`config.mk`:
```
export PLATFORM = sky130hd
export DESIGN_NAME = hazard_controller
export DESIGN_NICKNAME = d
export VERILOG_FILES = /design/src/rtl/hazard_pkg.sv /design/src/rtl/hazard_controller_sat_counter.sv /design/src/rtl/hazard_controller.sv
export SDC_FILE = /design/constraint.sdc
export NUM_CORES = 1
export LEC_CHECK = 0
export BUFFER_PORTS_ARGS = -buffer_cell sky130_fd_sc_hd__buf_2
export CAP_MARGIN = 15
export CORE_AREA = 5 5 80 82
export DETAILED_ROUTE_END_ITERATION = 7
export DIE_AREA = 0 0 85 87
export GPL_ROUTABILITY_DRIVEN = 0
export GPL_TIMING_DRIVEN = 0
export HOLD_SLACK_MARGIN = 0.12
export PLACE_DENSITY = 0.78
export SLEW_MARGIN = 20
export SYNTH_ARGS = -nofsm -noshare
export SYNTH_HDL_FRONTEND = slang
export SYNTH_SLANG_ARGS = --single-unit
```
`constraint.sdc`:
```
create_clock -name clk -period 2.1 [get_ports clk]
set_input_delay 0.105 -clock clk [delete_from_list [all_inputs] [get_ports clk]]
set_output_delay 0.105 -clock clk [all_outputs]
set_load 0.02 [all_outputs]
```
`src/rtl/hazard_pkg.sv`:
```
// Shared definitions for the pipeline hazard controller: FSM state encoding,
// MDU wait timeout and statistics counter width.
package hazard_pkg;

  typedef logic [0:0] state_t;

  localparam state_t RUN      = 1'b0;
  localparam state_t MDU_WAIT = 1'b1;

  localparam int MDU_TIMEOUT = 64;
  localparam int STAT_W      = 16;
  localparam int WAIT_W      = $clog2(MDU_TIMEOUT + 1);

endpackage

```
`src/rtl/hazard_controller_sat_counter.sv`:
```
// Saturating up-counter with synchronous clear; holds at all-ones instead of wrapping.
module sat_counter #(
  parameter int W = 16
) (
  input  logic         clk,
  input  logic         clr,
  input  logic         inc,
  output logic [W-1:0] count
);

  always_ff @(posedge clk) begin
    if (clr) begin
      count <= '0;
    end else if (inc && (count != {W{1'b1}})) begin
      count <= count + W'(1);
    end
  end

endmodule

```
`src/rtl/hazard_controller.sv`:
```
// Pipeline hazard controller: branch flush, load-use stall and multi-cycle
// MDU hold with timeout, plus saturating stall/flush statistics.
//
//   state    | meaning
//   ---------+--------------------------------------------------------------
//   RUN      | normal flow; branch, MDU start and load-use hazards resolved
//   MDU_WAIT | pipeline held with EX/MEM bubbles until mdu_done or timeout
module hazard_controller
  import hazard_pkg::*;
(
  input  logic              clk,
  input  logic              arst_n,
  input  logic [4:0]        rs1_ID,
  input  logic [4:0]        rs2_ID,
  input  logic              uses_rs1_ID,
  input  logic              uses_rs2_ID,
  input  logic [4:0]        rd_EX,
  input  logic              mem_read_EX,
  input  logic              branch_taken_EX,
  input  logic              mdu_start_EX,
  input  logic              mdu_done,
  output logic              pc_write,
  output logic              if_id_write,
  output logic              id_ex_write,
  output logic              if_id_flush,
  output logic              id_ex_flush,
  output logic              ex_mem_flush,
  output logic              mdu_abort,
  output logic              busy,
  output logic [STAT_W-1:0] stall_cycles,
  output logic [STAT_W-1:0] flush_count
);

  state_t            state, state_nxt;
  logic [WAIT_W-1:0] wait_cnt, wait_cnt_nxt;
  logic              load_use;
  logic              flush_inc;
  logic              stall_inc;

  assign load_use = mem_read_EX && (rd_EX != 5'd0) &&
                    ((uses_rs1_ID && (rd_EX == rs1_ID)) ||
                     (uses_rs2_ID && (rd_EX == rs2_ID)));

  always_comb begin
    pc_write     = 1'b1;
    if_id_write  = 1'b1;
    id_ex_write  = 1'b1;
    if_id_flush  = 1'b0;
    id_ex_flush  = 1'b0;
    ex_mem_flush = 1'b0;
    mdu_abort    = 1'b0;
    flush_inc    = 1'b0;
    state_nxt    = state;
    wait_cnt_nxt = wait_cnt;

    if (!arst_n) begin
      pc_write     = 1'b0;
      if_id_write  = 1'b0;
      id_ex_write  = 1'b0;
      if_id_flush  = 1'b1;
      id_ex_flush  = 1'b1;
      ex_mem_flush = 1'b1;
      state_nxt    = RUN;
      wait_cnt_nxt = '0;
    end else begin
      case (state)
        RUN: begin
          if (branch_taken_EX) begin
            if_id_flush = 1'b1;
            id_ex_flush = 1'b1;
            flush_inc   = 1'b1;
          end else if (mdu_start_EX) begin
            pc_write     = 1'b0;
            if_id_write  = 1'b0;
            id_ex_write  = 1'b0;
            ex_mem_flush = 1'b1;
            state_nxt    = MDU_WAIT;
            wait_cnt_nxt = '0;
          end else if (load_use) begin
            pc_write    = 1'b0;
            if_id_write = 1'b0;
            id_ex_flush = 1'b1;
          end
        end
        MDU_WAIT: begin
          if (mdu_done) begin
            state_nxt = RUN;
          end else if (wait_cnt == WAIT_W'(MDU_TIMEOUT)) begin
            // give up on the MDU; the pipeline advances as if it had finished
            mdu_abort = 1'b1;
            state_nxt = RUN;
          end else begin
            pc_write     = 1'b0;
            if_id_write  = 1'b0;
            id_ex_write  = 1'b0;
            ex_mem_flush = 1'b1;
            wait_cnt_nxt = wait_cnt + WAIT_W'(1);
          end
        end
        default: state_nxt = RUN;
      endcase
    end
  end

  always_ff @(posedge clk) begin
    if (!arst_n) begin
      state    <= RUN;
      wait_cnt <= '0;
    end else begin
      state    <= state_nxt;
      wait_cnt <= wait_cnt_nxt;
    end
  end

  assign busy      = arst_n && (state == MDU_WAIT);
  assign stall_inc = arst_n && !pc_write;

  sat_counter #(.W(STAT_W)) u_stall_cnt (
    .clk   (clk),
    .clr   (!arst_n),
    .inc   (stall_inc),
    .count (stall_cycles)
  );

  sat_counter #(.W(STAT_W)) u_flush_cnt (
    .clk   (clk),
    .clr   (!arst_n),
    .inc   (flush_inc),
    .count (flush_count)
  );

endmodule

```
# Word-level counts from Yosys, hierarchy flattened
# Index checks and enable logic that the tools add are counted.
# W data, S select, Z words.
[op_classes]
add_sub_neg = 3
n_mul = 0
n_div = 0
order_cmp = 0
n_eq_ne = 9
n_shift = 0
n_mux = 34
bitwise_logic = 1
reduce_logical = 12
[op_table]
columns = ["op", "n"]
rows = [
  ["$add A16 B1 Y16 const B", 2],
  ["$ne A16 B16 Y1 const B", 2],
  ["$mux W7", 4],
  ["$mux W1", 26],
  ["$pmux W7 S2", 1],
  ["$eq A5 B5 Y1", 2],
  ["$logic_and A1 B1 Y1", 8],
  ["$ne A2 B2 Y1 const B", 4],
  ["$add A7 B1 Y7 const B", 1],
  ["$eq A7 B7 Y1 const B", 1],
  ["$pmux W1 S2", 3],
  ["$reduce_bool A5 Y1", 1],
  ["$reduce_and A4 Y1", 1],
  ["$logic_not A1 Y1", 1],
  ["$logic_or A1 B1 Y1", 1],
  ["$not A1 Y1", 1],
]
[word_totals]
register_bits = 40
latch_bits = 0
ramBits = 0
mem_bits_ro = 0
out_inout_bits = 40
word_cells = 63
mem_count = 0

# Logic depth before layout (Yosys ltp)
[logic_depth]
word_depth = 12
mapped_depth = 9
depth_no_buf = 8

# By module
# A second synthesis with hierarchy kept.
[hier_totals]
cells_unflattened = 284
hier_area_um2 = 2378.5
[modules_own_cells]
columns = ["module", "n_inst", "cells_per_inst", "area_per_inst_um2", "seq_area_each_um2"]
rows = [
  ["sat_counter", 2, 99, 848.3, 320.3],
  ["hazard_controller", 1, 86, 681.9, 160.2],
]

# Worst setup path before layout
# Ideal clock, no wire load.
[synth_path]
path_kind = "reg-to-output"
startpoint = "reg wait_cnt[0]"
endpoint = "out pc_write"
arrival_ns = 2.108
required_time_ns = 1.995
path_slack_ns = -0.113
stages_incl_launch_ff = 9
path_buffers = 1
path_cell_list = "dfxtp_1 inv_1 ha_1 nor4b_2 a21bo_4 and3_1 inv_1 a21oi_1 buf_4"
[synth_between]
elab_chain_cells = 5
[synth_rtl]
columns = ["item", "line", "text"]
rows = [
  ["start, declared", "hazard_controller.sv:35", "logic [WAIT_W-1:0] wait_cnt, wait_cnt_nxt;"],
  ["start signal, assigned", "hazard_controller.sv:111", "wait_cnt <= wait_cnt_nxt;"],
  ["$eq A7 B7 Y1", "hazard_controller.sv:88", "end else if (wait_cnt == WAIT_W'(MDU_TIMEOUT)) begin"],
  ["$mux W1 (2 in a row)", "--", ""],
  ["$pmux W1 S2", "--", ""],
  ["$mux W1", "--", ""],
  ["end, declared", "hazard_controller.sv:22", "output logic pc_write,"],
]
# Every way passes these cells.

# Worst setup path after layout
[layout_path]
startpoint = "reg u_stall_cnt.count[0]"
endpoint = "reg u_stall_cnt.count[1]"
[layout_between]
elab_chain_cells = 2
word_cells_on_any_way = 3
classes_between = "1 x add/sub; 1 x eq/ne; 1 x reduce/logical"
[layout_rtl]
columns = ["item", "line", "text"]
rows = [
  ["start, declared", "hazard_controller_sat_counter.sv:8", "output logic [W-1:0] count"],
  ["start signal, assigned", "hazard_controller_sat_counter.sv:15", "count <= count + W'(1);"],
  ["branches (longest 2 deep; another with $add A16 B1 Y16)", "--", ""],
]
# Parallel ways; which one is timed is not known.
# A chain may end at the register's enable or synchronous reset.

==> impl_metrics.xml <==
<?xml version="1.0" encoding="UTF-8"?>
<metrics>
  <group name="run">
    <metric name="cap_viol_max_count" unit="">0</metric>
  </group>
  <group name="global_route">
    <metric name="pin_count_of_the_biggest_net_entering_global_routing" unit="">13</metric>
    <metric name="grtUsageTotal" unit="%">14.91</metric>
    <metric name="grt_overflow" unit="">0</metric>
    <metric name="antenna_violations_before_repair" unit="">0</metric>
    <metric name="global_route_wire_length_before_repair" unit="mm">9.246</metric>
    <metric name="number_of_global_route_vias_before_repair" unit="">2078</metric>
  </group>
  <group name="worst_hold_path">
    <metric name="hp-class" unit="">input port to flip-flop</metric>
  </group>
  <group name="finish">
    <metric name="design_area" unit="mm2">0.002942</metric>
    <metric name="instances_no_fill" unit="">419</metric>
    <metric name="synthToLayoutAreaGrowth" unit="%">31.34</metric>
    <metric name="final_util" unit="%">51.83</metric>
    <metric name="finalNetCount" unit="">370</metric>
    <metric name="mostFrequentLayoutCell" unit="">sky130_fd_sc_hd__buf_2</metric>
    <metric name="multi_input_comb_area" unit="mm2">0.001416</metric>
    <metric name="number_of_antenna_repair_diodes" unit="">0</metric>
    <metric name="layout.cells.most_common_list" unit="">sky130_fd_sc_hd__buf_2 (62), sky130_fd_sc_hd__dfxtp_1 (35), sky130_fd_sc_hd__nor2_1 (27), sky130_fd_sc_hd__nand2_1 (24), sky130_fd_sc_hd__xnor2_1 (15)</metric>
    <metric name="drive_above_1_share" unit="%">32.56</metric>
    <metric name="area_taken_by_flip_flops_and_latches" unit="um2">814.5</metric>
    <metric name="fillerInstances" unit="">559</metric>
  </group>
  <group name="cts">
    <metric name="ctsRootBufferMaster" unit="">sky130_fd_sc_hd__clkbuf_8</metric>
    <metric name="max-clock-path-buffers" unit="">2</metric>
    <metric name="clock_tree_from_tritoncts" unit="">yes</metric>
    <metric name="cts_inserted_buffers" unit="">5</metric>
    <metric name="cts.clk_slew.worst_paths" unit="ns">0.08</metric>
    <metric name="htree_levels" unit="">2</metric>
    <metric name="clock_latency" unit="ns">0.29</metric>
    <metric name="clkSinkCount" unit="">40</metric>
  </group>
  <group name="yosys">
    <metric name="yosys_cell_types" unit="">51</metric>
    <metric name="yosysTopAreaCell" unit="">sky130_fd_sc_hd__dfxtp_1</metric>
    <metric name="synth_seq_area_share" unit="%">35.75</metric>
    <metric name="synth_top_cells_by_area" unit="">sky130_fd_sc_hd__dfxtp_1 (36%), sky130_fd_sc_hd__xnor2_1 (5.9%), sky130_fd_sc_hd__nor2_1 (4.5%)</metric>
    <metric name="synthesis_stage_register_bit_count" unit="">40</metric>
    <metric name="synth.avg_cell_area" unit="um2">8.516</metric>
    <metric name="postSynth.asyncResetShare" unit="%">0</metric>
    <metric name="yosysWarnings" unit="">0</metric>
    <metric name="synth_fp_nets" unit="">290</metric>
    <metric name="synth_cells" unit="">263</metric>
    <metric name="synthFlopType" unit="">sky130_fd_sc_hd__dfxtp_1</metric>
    <metric name="synth-edff-count" unit="">0</metric>
    <metric name="synth_area" unit="mm2">0.002240</metric>
    <metric name="post-synth-top-area-fraction" unit="%">35.75</metric>
  </group>
  <group name="floorplan">
    <metric name="floorplan.die.height" unit="um">87</metric>
    <metric name="initial_utilization" unit="%">39.46</metric>
    <metric name="design.portCount" unit="">63</metric>
    <metric name="fp-row-count" unit="">28</metric>
    <metric name="core-area" unit="mm2">0.005675</metric>
    <metric name="horizontal_die_dimension" unit="um">85</metric>
    <metric name="fp.dieArea" unit="mm2">0.007395</metric>
  </group>
  <group name="outcome">
    <metric name="status" unit="">complete, no violations</metric>
  </group>
  <group name="detailed_routing">
    <metric name="detail_route.vias_per_cell" unit="">5.246</metric>
    <metric name="wl_per_cell" unit="um">13.55</metric>
    <metric name="remaining_drc_errors" unit="">0</metric>
    <metric name="wl" unit="mm">5.679</metric>
    <metric name="drt-pass1-iter-count" unit="">4</metric>
    <metric name="via_count" unit="">2198</metric>
    <metric name="antenna_left" unit="">0</metric>
    <metric name="initialDrtViolationCount" unit="">102</metric>
  </group>
  <group name="timing">
    <metric name="setup_violations" unit="">0</metric>
    <metric name="timing.final.hold_violations" unit="">0</metric>
    <metric name="period_share" unit="%">96.70</metric>
    <metric name="fin_worst_hold_slack" unit="ns">0.2465</metric>
    <metric name="timing_worst_slew_pin_value" unit="ns">0.4883</metric>
    <metric name="period_needed" unit="ns">2.031</metric>
    <metric name="skew" unit="ns">0.008538</metric>
    <metric name="max_slew_margin_vs_limit" unit="%">67.45</metric>
    <metric name="timing_max_transition_violations_final" unit="">0</metric>
    <metric name="max_clock_freq" unit="GHz">0.4924</metric>
    <metric name="grt_setup_unrepaired" unit="">yes</metric>
  </group>
  <group name="power">
    <metric name="total_power_density_per_cell_area" unit="mW/mm2">577.4</metric>
    <metric name="power.static_leakage" unit="nW">1.202</metric>
    <metric name="worst_ir_drop_vdd" unit="uV">537.1</metric>
  </group>
  <group name="placed_design">
    <metric name="dp_hpwl" unit="mm">4.107</metric>
    <metric name="placedInstanceArea" unit="mm2">0.002649</metric>
    <metric name="port_buffers" unit="">62</metric>
    <metric name="place_inst" unit="">400</metric>
  </group>
  <group name="critical_path">
    <metric name="path_max_fanout" unit="">6</metric>
    <metric name="timing.critical_path.to_type" unit="">flip-flop</metric>
    <metric name="path_class" unit="">flip-flop to flip-flop</metric>
    <metric name="cp_num_buf_inv" unit="">2</metric>
    <metric name="critical-path-top-delay-family" unit="">simple AND/OR/NAND/NOR gates</metric>
    <metric name="path_cells" unit="">ha_4 &gt; nand3_4 &gt; nor4_4 &gt; buf_4 &gt; a32oi_4 &gt; a21oi_4 &gt; buf_6 &gt; mux2i_1 &gt; nor2_1</metric>
    <metric name="ff2ff_setup_slack" unit="ns">0.07</metric>
    <metric name="critPathLaunchType" unit="">flip-flop</metric>
    <metric name="timing.critical_path.arrival" unit="ns">2.19</metric>
    <metric name="timing.critical_path.slowest_cell_delay" unit="ns">0.38</metric>
    <metric name="timing.critical_path.slowest_stage_cell" unit="">sky130_fd_sc_hd__dfxtp_4</metric>
    <metric name="critical_path_required" unit="ns">2.26</metric>
  </group>
</metrics>
[worst register-to-register path, stage by stage (launching register included)]
cell and delay [ns]:
sky130_fd_sc_hd__dfxtp_4 0.38, sky130_fd_sc_hd__ha_4 0.15, sky130_fd_sc_hd__nand3_4 0.11, sky130_fd_sc_hd__nor4_4 0.28, sky130_fd_sc_hd__buf_4 0.19, sky130_fd_sc_hd__a32oi_4 0.14, sky130_fd_sc_hd__a21oi_4 0.26, sky130_fd_sc_hd__buf_6 0.17
sky130_fd_sc_hd__mux2i_1 0.18, sky130_fd_sc_hd__nor2_1 0.06
[cell type report]
| type | instances | share of cell area [%] |
|---|---|---|
| sequential | 40 | 27.69 |
| tap | 75 | 3.190 |
| inverter | 12 | 1.531 |
| multi-input combinational | 205 | 48.15 |
| buffer | 7 | 1.786 |
| timing repair buffer | 72 | 13.36 |
| clock buffer | 7 | 3.275 |
| clock inverter | 1 | 1.021 |
[registers in the layout, indices dropped and copies added, names as in the netlist]
signal,cells
u_flush_cnt.count,16
wait_cnt,7
state,1
u_stall_cnt.count,16
[synthesized netlist by cell type (all sizes together), types with 4 or more instances]
master / n
mux2i: 8
a21oi: 16
nor4: 5
xor2: 6
o21ai: 12
dfxtp: 40
nor3: 6
inv: 11
xnor2: 15
ha: 4
or4: 4
nand3: 15
nor2: 27
and2: 6
buf: 4
or3: 7
nand2: 24
nand4: 12
and3: 5
[what timing repair did]
item | CTS | global route
pin swaps | 0 | 8
setup buffers | 0 | 8
hold buffers | 0 | 0
cloned | 0 | 3
gates resized for setup | 3 | 21
endpoints found under the setup margin | 2 | 17
[through the flow]
step	total power, mW	TNS (ns)	worst slack, ns
floorplan	0.9250	0	0.04729
global placement	0.9939	-0.0007758	-0.0007758
detailed placement	0.9977	-0.01802	-0.01802
CTS	1.689	0	0.004193
global route	1.783	-0.06998	-0.02686
finish	1.699	0	0.06920
[logic make-up (layout without fill, tap and decap cells)]
family                     Yosys count  after routing  synth area share [%]
AOI/OAI and AO/OA                   48             49                 15.87
DFF                                 40             40                 35.75
adders and majority gates            4              4                 2.235
xor gates and xnor gates            21             21                 8.212
and+or+nand+nor                    123            123                 30.00
buffers and inverters               19             99                 4.357
muxes                                8              8                 3.576
[where the power goes]
part	switching [mW]	leakage, nW	total [mW]	internal, mW
registers	0.0165	0.326	0.783	0.767
logic	0.124	0.812	0.227	0.103
clock network	0.268	0.0645	0.688	0.420
total	0.409	1.20	1.70	1.29
[per-layer routing]
layer	up-vias	track usage [%]	routed length, um
li1	1114	-	-
met1	1023	17.77	2540
met2	57	26.48	2732
met3	4	3.690	362
met4	0	4.317	44
met5	-	0	0
[worst paths after layout]
kind	startpoint	endpoint	cells past startpoint
hold reg to reg	u_flush_cnt.count[5]	u_flush_cnt.count[5]	1
setup reg to reg	u_stall_cnt.count[0]	u_stall_cnt.count[1]	9
hold / removal	arst_n	wait_cnt[2]	3
setup / recovery	u_stall_cnt.count[0]	u_stall_cnt.count[1]	9
Note: power is estimated with default switching activity, not from simulation.
